$ cat config.mk
export PLATFORM = sky130hd
export DESIGN_NAME = instr_mem_fetch
export DESIGN_NICKNAME = d
export VERILOG_FILES = /design/src/rtl/imem_pkg.sv /design/src/rtl/imem_resp_fifo.sv /design/src/rtl/instr_mem_fetch.sv
export SDC_FILE = /design/constraint.sdc
export NUM_CORES = 1
export LEC_CHECK = 0
export CORE_MARGIN = 2
export CORE_UTILIZATION = 45
export DETAILED_ROUTE_END_ITERATION = 10
export DONT_BUFFER_PORTS = 1
export PLACE_DENSITY = 0.6
export RECOVER_POWER = 50
export SLEW_MARGIN = 25
export SYNTH_ARGS = -nofsm -noshare
export SYNTH_HDL_FRONTEND = slang
export SYNTH_HIERARCHICAL = 1
export SYNTH_SLANG_ARGS = --single-unit
$ cat constraint.sdc
create_clock -name clk -period 5 [get_ports clk]
set_clock_uncertainty 0.05 [all_clocks]
set_input_delay 0.5 -clock clk [delete_from_list [all_inputs] [get_ports clk]]
set_output_delay 0.5 -clock clk [all_outputs]
set_load 0.02 [all_outputs]
$ cat src/rtl/imem_pkg.sv
`default_nettype none
// ============================================================================
// Module      : imem_pkg
// Description : Shared constants, response record and parity helper for the
//               instruction memory fetch block.
// Revision    : 1.0 - initial release
// ============================================================================
package imem_pkg;

    localparam int c_data_w       = 16;
    localparam int c_addr_w       = 6;
    localparam int c_depth        = 16;
    localparam int c_resp_depth   = 3;
    localparam int c_parity_max_w = 64;
    localparam logic [c_data_w-1:0] c_nop_word = 16'h0000;

    typedef struct packed {
        logic [c_data_w-1:0] data;
        logic [c_addr_w-1:0] addr;
        logic                err;
    } imem_resp_t;

    // Zero-extension does not change parity, so any word up to 64 bits fits.
    function automatic logic even_parity(input logic [c_parity_max_w-1:0] word);
        return ^word;
    endfunction

endpackage
`default_nettype wire

$ cat src/rtl/imem_resp_fifo.sv
`default_nettype none
// ============================================================================
// Module      : imem_resp_fifo
// Description : DEPTH-entry FIFO of response records with occupancy output and
//               synchronous clear.
// Revision    : 1.0 - initial release
// ============================================================================
module imem_resp_fifo
    import imem_pkg::*;
#(
    parameter type T     = imem_resp_t,
    parameter int  DEPTH = c_resp_depth,
    parameter int  CNT_W = $clog2(DEPTH + 1)
) (
    input  logic             clk,
    input  logic             rst,
    input  logic             clr,
    input  logic             push,
    input  T                 din,
    input  logic             pop,
    output T                 dout,
    output logic             valid,
    output logic [CNT_W-1:0] count
);

    localparam int c_ptr_w = $clog2(DEPTH);
    localparam logic [c_ptr_w-1:0] c_last = c_ptr_w'(DEPTH - 1);
    localparam logic [CNT_W-1:0]   c_full = CNT_W'(DEPTH);

    T                   r_mem [DEPTH];
    logic [c_ptr_w-1:0] r_wr_ptr;
    logic [c_ptr_w-1:0] r_rd_ptr;
    logic [CNT_W-1:0]   r_count;
    logic               w_pop;
    logic               w_push;

    assign w_pop  = pop && (r_count != '0);
    assign w_push = push && ((r_count != c_full) || w_pop);

    always_ff @(posedge clk or posedge rst) begin
        if (rst) begin
            r_wr_ptr <= '0;
            r_rd_ptr <= '0;
            r_count  <= '0;
        end else if (clr) begin
            r_wr_ptr <= '0;
            r_rd_ptr <= '0;
            r_count  <= '0;
        end else begin
            if (w_push) begin
                r_wr_ptr <= (r_wr_ptr == c_last) ? '0 : r_wr_ptr + 1'b1;
            end
            if (w_pop) begin
                r_rd_ptr <= (r_rd_ptr == c_last) ? '0 : r_rd_ptr + 1'b1;
            end
            case ({w_push, w_pop})
                2'b10:   r_count <= r_count + 1'b1;
                2'b01:   r_count <= r_count - 1'b1;
                default: r_count <= r_count;
            endcase
        end
    end

    // Storage needs no reset: the head is only meaningful while count is non-zero.
    always_ff @(posedge clk) begin
        if (w_push && !clr) begin
            r_mem[r_wr_ptr] <= din;
        end
    end

    assign dout  = r_mem[r_rd_ptr];
    assign valid = (r_count != '0);
    assign count = r_count;

endmodule
`default_nettype wire

$ cat src/rtl/instr_mem_fetch.sv
`default_nettype none
// ============================================================================
// Module      : instr_mem_fetch
// Description : Loadable instruction memory with registered, handshaked fetch
//               port, response queue, flush and out-of-range error reporting.
//               Define INSTR_PARITY_EN to store and check an even-parity bit.
// Revision    : 1.0 - initial release
// ============================================================================
module instr_mem_fetch
    import imem_pkg::*;
#(
    parameter int                DATA_W     = c_data_w,
    parameter int                ADDR_W     = c_addr_w,
    parameter int                DEPTH      = c_depth,
    parameter int                RESP_DEPTH = c_resp_depth,
    parameter logic [DATA_W-1:0] NOP_WORD   = DATA_W'(c_nop_word)
) (
    input  logic              clk,
    input  logic              rst,
    input  logic              ld_en,
    input  logic [ADDR_W-1:0] ld_addr,
    input  logic [DATA_W-1:0] ld_data,
    input  logic              flush,
    input  logic              req_valid,
    output logic              req_ready,
    input  logic [ADDR_W-1:0] req_addr,
    output logic              resp_valid,
    input  logic              resp_ready,
    output logic [DATA_W-1:0] resp_data,
    output logic [ADDR_W-1:0] resp_addr,
    output logic              resp_err
);

`ifdef INSTR_PARITY_EN
    localparam int c_mem_w = DATA_W + 1;
`else
    localparam int c_mem_w = DATA_W;
`endif
    localparam int c_idx_w = (DEPTH > 1) ? $clog2(DEPTH) : 1;
    localparam int c_lim_w = ADDR_W + 1;
    localparam int c_cnt_w = $clog2(RESP_DEPTH + 1);
    localparam int c_occ_w = c_cnt_w + 1;
    localparam logic [c_lim_w-1:0] c_depth_lim = c_lim_w'(DEPTH);
    localparam logic [c_occ_w-1:0] c_credit    = c_occ_w'(RESP_DEPTH);

    typedef struct packed {
        logic [DATA_W-1:0] data;
        logic [ADDR_W-1:0] addr;
        logic              err;
    } resp_t;

    logic [c_mem_w-1:0] r_mem [DEPTH];
    logic               r_s1_valid;
    resp_t              r_s1;

    logic               w_ld_in_range;
    logic               w_rd_in_range;
    logic [c_idx_w-1:0] w_ld_idx;
    logic [c_idx_w-1:0] w_rd_idx;
    logic [c_mem_w-1:0] w_ld_word;
    logic [c_mem_w-1:0] w_rd_word;
    logic               w_rd_err;
    logic               w_accept;
    logic [c_cnt_w-1:0] w_count;
    logic [c_occ_w-1:0] w_occ;
    resp_t              w_head;
    logic               w_head_valid;

    assign w_ld_in_range = {1'b0, ld_addr}  < c_depth_lim;
    assign w_rd_in_range = {1'b0, req_addr} < c_depth_lim;
    assign w_ld_idx      = ld_addr[c_idx_w-1:0];
    assign w_rd_idx      = req_addr[c_idx_w-1:0];
    assign w_rd_word     = r_mem[w_rd_idx];

`ifdef INSTR_PARITY_EN
    assign w_ld_word = {even_parity(c_parity_max_w'(ld_data)), ld_data};
    assign w_rd_err  = !w_rd_in_range ||
                       (even_parity(c_parity_max_w'(w_rd_word[DATA_W-1:0])) != w_rd_word[DATA_W]);
`else
    assign w_ld_word = ld_data;
    assign w_rd_err  = !w_rd_in_range;
`endif

    // Credit counts the word in the read stage so the queue can never overflow.
    assign w_occ     = {1'b0, w_count} + {{c_cnt_w{1'b0}}, r_s1_valid};
    assign req_ready = !rst && !flush && (w_occ < c_credit);
    assign w_accept  = req_valid && req_ready;

    // Array is not reset so a loaded program survives rst.
    always_ff @(posedge clk) begin
        if (ld_en && w_ld_in_range) begin
            r_mem[w_ld_idx] <= w_ld_word;
        end
    end

    // Fetch samples the array before a same-edge load lands, returning the old word.
    always_ff @(posedge clk or posedge rst) begin
        if (rst) begin
            r_s1_valid <= 1'b0;
            r_s1       <= '0;
        end else begin
            r_s1_valid <= w_accept;
            if (w_accept) begin
                r_s1.data <= w_rd_in_range ? w_rd_word[DATA_W-1:0] : NOP_WORD;
                r_s1.addr <= req_addr;
                r_s1.err  <= w_rd_err;
            end
        end
    end

    imem_resp_fifo #(
        .T     (resp_t),
        .DEPTH (RESP_DEPTH),
        .CNT_W (c_cnt_w)
    ) u_resp_fifo (
        .clk   (clk),
        .rst   (rst),
        .clr   (flush),
        .push  (r_s1_valid),
        .din   (r_s1),
        .pop   (resp_ready),
        .dout  (w_head),
        .valid (w_head_valid),
        .count (w_count)
    );

    assign resp_valid = w_head_valid;
    assign resp_data  = w_head_valid ? w_head.data : '0;
    assign resp_addr  = w_head_valid ? w_head.addr : '0;
    assign resp_err   = w_head_valid ? w_head.err  : 1'b0;

endmodule
`default_nettype wire
==> flow_summary.ini, run 1 <==
[global_routing]
grt_pass1_vias = 6583
grt_pass1_wl_um = 40300
antenna_found_initial = 0
grt.overflow.total = 0
largest_net_degree_at_the_start_of_global_routing = 66
grt_util_all_layers_pct = 17.4

[critical_path]
critPathArrivalTime_ns = 2.28
endpoint_kind = primary output
cpMostUsedCell = ha_1
critPathMaxFanout = 7
worstPathCellList = ha_1, ha_1, a2111oi_4
worst_ep_required_time_ns = 4.45
start_to_end_type_of_the_worst_setup_path = reg -> out
critical-path-slowest-cell = a2111oi_4
cp_launch_type = register
critPathMaxStageDelay_ns = 0.80

[routing]
detail_route.wl_per_cell_um = 23.5
avgViaCountPerCell = 5.51
detail-route-antenna-nets = 0
detail_route.first_pass.iterations = 4
finalWirelength_um = 26600
vias = 6254
first_iter_violations = 554
drt_drc_violations_left = 0

[clock_network]
clock-root-buffer = clkbuf_16
cts_htree_levels = 2
clock_sink_count = 355
clk_pin_slew_ns = 0.06
clk-insertion-delay-late_ns = 0.50
clock_tree_from_tritoncts = yes
cts_made_buffers = 36
cts-root-to-sink-buffers = 3

[timing]
final.min_clock_period_ns = 2.83
totalNegativeSetupSlack_ns = 0
final_critical_path_share_of_the_clock_period_pct = 56.7
slew_violations = 0
tightestPinTransition_ns = 1.32
final-hold-violation-count = 0
maxSlewHeadroom_pct = 11.9
setup_viol_count_final = 0
maximum_clock_rate_mhz = 353
rsz_0062_raised_after_global_routing = false

[run_status]
run_status = complete, no violations

[floorplan]
io_pins = 59
num_rows = 64
core_um2 = 30300
floorplan.die.width_um = 179
fp.dieArea_um2 = 32000
start_util_pct = 45.4
die_height_um = 179

[layout]
post_route_cells_drive_above_1_share_pct = 20.2
area_of_the_multi_input_gates_um2 = 3070
layout.cells.most_common = edfxtp_1
ff_latch_area_um2 = 10500
nNetsFinal = 748
layout.filler_cells = 2435
area_delta_synth_final_pct = 11.6
antenna_cells_inserted = 0
most-common-layout-cells = 325 x edfxtp_1, 64 x mux4_2, 57 x mux2i_1

[power]
internal_power_mw = 4.90
vdd.ir_drop.worst_mv = 0.259
p_per_area_nw_per_um2 = 393
leakage_nw = 5.03
power.combinational.fraction_pct = 3.1
clockPowerShare_pct = 41.7
switching_share_pct = 18.9
power.share.sequential_pct = 55.2
total_power_mw = 6.04
net-switching-power_mw = 1.14

[synthesis]
ys.flop_type = edfxtp_1
post_synth_num_cell_types = 40
syn_area_per_cell_um2 = 20.2
synth_async_sr_flop_share_pct = 8.45
synth-seq-cells = 355
netlist_area_pre_place_um2 = 13800
proportion_of_synthesized_chip_area_in_sequential_cells_pct = 76.2
synthDominantCellAreaShare_pct = 70.8
synth_area_leaders = edfxtp_1 71%, mux4_2 10%, dfrtp_1 5.4%
yosys.area.top_type = edfxtp_1
synth-warning-count = 6
synth-edff-count = 325
postSynthNetCount = 718
netlist_instances = 682

[place]
placement.io_buffers = 0
detailed_place_hpwl_um = 15600
place_congestion = 0.716

[job]
cap_viol_max_count = 0

[hold_path]
min_path_type = in -> reg
## final timing paths
path                                  from                       to  slack (ns)  cells past startpoint
worst max-delay path            r_s1_valid                req_ready        2.17                      3
worst min-delay path            ld_data[4]              r_mem[6][4]        0.04                      0
worst max register to register  r_s1_valid                  r_s1[7]        2.24                      6
worst min register to register     r_s1[4]  u_resp_fifo/r_mem[0][4]        0.44                      0
max in group asynchronous              rst                  r_s1[5]        3.70                      2
min in group asynchronous              rst     u_resp_fifo/count[1]        0.33                      2
## through the flow
| step | instance area [µm²] | utilization [%] | hold slack (ns) | instances | setup WS, ns |
|---|---|---|---|---|---|
| after floorplan | 13800 | - | 0.241 | 682 | 1.30 |
| after CTS | 15400 | 50.7 | 0.0193 | 1133 | 2.14 |
| after detailed placement | 14200 | 46.9 | 0.272 | 1067 | 2.23 |
| final | 15400 | 50.7 | 0.0424 | 1134 | 2.17 |
| after global placement | 14200 | 46.9 | 0.260 | 1067 | 2.35 |
| after global routing | 15400 | 50.7 | 0.0133 | 1134 | 2.03 |
## layout make-up
class                           count  share of cell area [%]
Sequential cell                   355                    68.3
Multi-Input combinational cell    290                    19.9
Clock buffer                       53                    6.54
Tap cell                          396                    3.22
Timing Repair Buffer               24                    1.17
Clock inverter                     11                   0.651
Inverter                            5                   0.122
## cell families (layout without fill, tap and decap cells)
logic type                 Yosys count  after routing  synth area share (%)
DFF                                355            355                  76.2
muxes                              127            127                  15.1
and+or+nand+nor                     96             96                  3.69
AOI/OAI and AO/OA                   64             64                  3.00
buffers and inverters               37             93                  1.72
adders and majority gates            2              2                 0.182
xor gates and xnor gates             1              1                0.0635
## flip-flops by register name, indices dropped and copies added (netlist names)
signal / count
r_s1: 23
u_resp_fifo/r_mem: 69
r_s1_valid: 1
u_resp_fifo/r_rd_ptr: 2
u_resp_fifo/r_wr_ptr: 2
u_resp_fifo/count: 2
r_mem: 256
## cell usage after synthesis (2+ instances only)
master	n
a21oi_1	3
a2bb2oi_1	16
and2_1	23
buf_1	3
buf_2	9
buf_4	4
buf_6	8
clkbuf_1	7
dfrtp_1	30
edfxtp_1	325
ha_1	2
inv_1	5
mux2_2	5
mux2i_1	57
mux4_2	64
nand2_1	32
nand2b_1	3
nand3b_1	2
nor2_1	18
nor2b_1	2
nor3_1	5
o21ai_0	30
o21ai_1	11
or3_1	2
## timing repair
item | 4_1_cts | 5_1_grt
hold buffers | 2 | 1
buffers inserted | 0 | 0
hold endpoints to repair | 10 | 24
gates resized for setup | 0 | 0
## power by group through the flow
stage | Clock, mW | Combinational (mW) | Sequential, mW
finish | 2.52 | 0.187 | 3.33
global route | 2.71 | 0.204 | 3.34
floorplan | 0 | 0.183 | 3.38
detailed placement | 0 | 0.189 | 3.40
CTS | 2.57 | 0.191 | 3.34
global placement | 0 | 0.183 | 3.39
## per-layer routing
layer  vias to the layer above  global-route usage (%)  routed length, µm  share of wire (%)
met5                         -                       0                  0                  0
met4                         0                    4.27                554                2.1
met3                        51                    3.39               1770                6.6
met2                       175                    28.1              12700                 48
met1                      3222                    24.5              11600                 43
li1                       2806                       -                  -                  -
## worst max-delay path: cells and delay by family (launching register included)
kind,cells,cell delay [ns]
compound gates,1,0.80
fa+ha+maj,2,0.56
flops,1,0.44
No activity file was read; power rests on OpenSTA's default activity.
==> inputs of run 2 (changes only) <==
- clock period: 5 -> 2.82 ns (I/O delays scaled with it)
==> flow_summary.ini, run 2 (same netlist as run 1, synthesis figures left out) <==
[power]
total_power_mw = 11.3
power.share.sequential_pct = 52.4
leakage_nw = 5.21
clockPowerShare_pct = 43.9
net-switching-power_mw = 2.17
internal_power_mw = 9.12
p_per_area_nw_per_um2 = 715
switching_share_pct = 19.2
vdd.ir_drop.worst_mv = 0.784
power.combinational.fraction_pct = 3.6

[global_routing]
grt.overflow.total = 0
grt_pass1_wl_um = 39700
grt_util_all_layers_pct = 17.1
antenna_found_initial = 2
grt_pass1_vias = 6483
largest_net_degree_at_the_start_of_global_routing = 66

[layout]
max_ffs_per_register = 256
area_of_the_multi_input_gates_um2 = 3080
layout.filler_cells = 2362
nNetsFinal = 777
ff_latch_area_um2 = 10500
post_route_cells_drive_above_1_share_pct = 20.4
final_core_util_pct = 52.0
top_regs = r_mem (256), u_resp_fifo/r_mem (69), r_s1 (23)
area_delta_synth_final_pct = 14.6
max_flop_register = r_mem
layout.cells.most_common = edfxtp_1
layout.cells.non_filler = 1164
most-common-layout-cells = 325 x edfxtp_1, 64 x mux4_2, 57 x mux2i_1
antenna_cells_inserted = 0

[routing]
avgViaCountPerCell = 5.46
detail_route.first_pass.iterations = 5
finalWirelength_um = 26900
drt_drc_violations_left = 0
detail-route-antenna-nets = 0
first_iter_violations = 560
vias = 6359
detail_route.wl_per_cell_um = 23.1

[timing]
maxSlewHeadroom_pct = 11.4
final.min_clock_period_ns = 2.67
maximum_clock_rate_mhz = 375
totalNegativeSetupSlack_ns = 0
tightestPinTransition_ns = 1.33
rsz_0062_raised_after_global_routing = false
final_critical_path_share_of_the_clock_period_pct = 94.6
final-hold-violation-count = 0
slew_violations = 0
setup_viol_count_final = 0

[run_status]
run_status = complete, no violations

[clock_network]
cts-root-to-sink-buffers = 3
clock_sink_count = 355
clock_tree_from_tritoncts = yes
cts_made_buffers = 37
clk-insertion-delay-late_ns = 0.52
clk_pin_slew_ns = 0.06
cts.repair.resized = 0
cts_htree_levels = 2
clock-root-buffer = clkbuf_16
post_cts.repair.setup_buffers = 0
postCtsHoldBufs = 28

[floorplan]
floorplan.die.width_um = 179
core_um2 = 30300
num_rows = 64
io_pins = 59
start_util_pct = 45.4
die_height_um = 179
fp.dieArea_um2 = 32000

[critical_path]
worstPathCellList = ha_1, ha_1, a2111oi_4, buf_4
critPathMaxStageDelay_ns = 0.60
cpMostUsedCell = ha_1
r2r_setup_slk_ns = 0.28
endpoint_kind = primary output
timing.rr.end = r_s1[19]
critPathArrivalTime_ns = 2.34
cp_launch_type = register
r2r_start = r_s1_valid
critPathMaxFanout = 7
worst_ep_required_time_ns = 2.49
critical-path-slowest-cell = a2111oi_4
reg2regPathDepth = 5
start_to_end_type_of_the_worst_setup_path = reg -> out

[place]
placement.io_buffers = 0
detailed_place_hpwl_um = 15400
post-place-cells = 1070
place_congestion = 0.718

[hold_path]
min_path_type = in -> reg
start_point_of_the_worst_min_delay_path = req_valid
whs_path_depth = 2
end_of_the_worst_hold_path = r_s1_valid

[job]
cap_viol_max_count = 0
[run 2: final cells by class]
class	count	area share, %
clock buffers	45	6.32
inverters	5	0.119
well taps	396	3.14
multi-input cells	290	19.5
flip-flops and latches	355	66.5
repair buffers	52	2.80
clock inverters	21	1.61
[run 2: power by group through the flow]
stage               combinational [mW]  clock [mW]  sequential (mW)
floorplan                        0.325           0             6.00
global placement                 0.319           0             6.02
detailed placement               0.330           0             6.03
CTS                              0.418        5.05             5.92
global route                     0.445        5.24             5.93
finish                           0.412        4.96             5.92
[run 2: critical path, delay by kind of cell, from the launching register on]
kind            cells  cell delay [ns]
compound gates      1             0.60
flops               1             0.44
fa+ha+maj           2             0.53
buf+inv             1             0.25
[run 2: metal layers]
layer,global-route usage [%],up-vias,part of all wire [%]
met4,4.20,4,1.5
li1,-,2869,-
met5,0,-,0.10
met1,23.0,3287,43
met3,3.16,38,4.9
met2,28.9,161,50
[run 2: worst max path at each step]
stage / endpoint / slack (ns) / from / depth (start not counted)
6_report: req_ready / 0.15 / r_s1_valid / 4
3_5_place_dp: r_s1[19] / 0.30 / r_s1_valid / 5
4_1_cts: req_ready / 0.13 / r_s1_valid / 4
5_1_grt: req_ready / 0.05 / r_s1_valid / 4
2_1_floorplan: r_mem[0][0] / 0.09 / ld_addr[5] / 3
3_3_place_gp: r_s1[7] / 0.39 / r_s1_valid / 6
[run 2: per-stage QoR]
| stage | hold WS (ns) | area [µm²] | setup WS [ns] |
|---|---|---|---|
| 2_1_floorplan | 0.0230 | 13800 | 0.0863 |
| 3_3_place_gp | 0.0414 | 14300 | 0.387 |
| 6_report | 0.00811 | 15800 | 0.151 |
| 4_1_cts | 0.00180 | 15800 | 0.130 |
| 3_5_place_dp | 0.0567 | 14300 | 0.297 |
| 5_1_grt | 0.0162 | 15800 | 0.0507 |
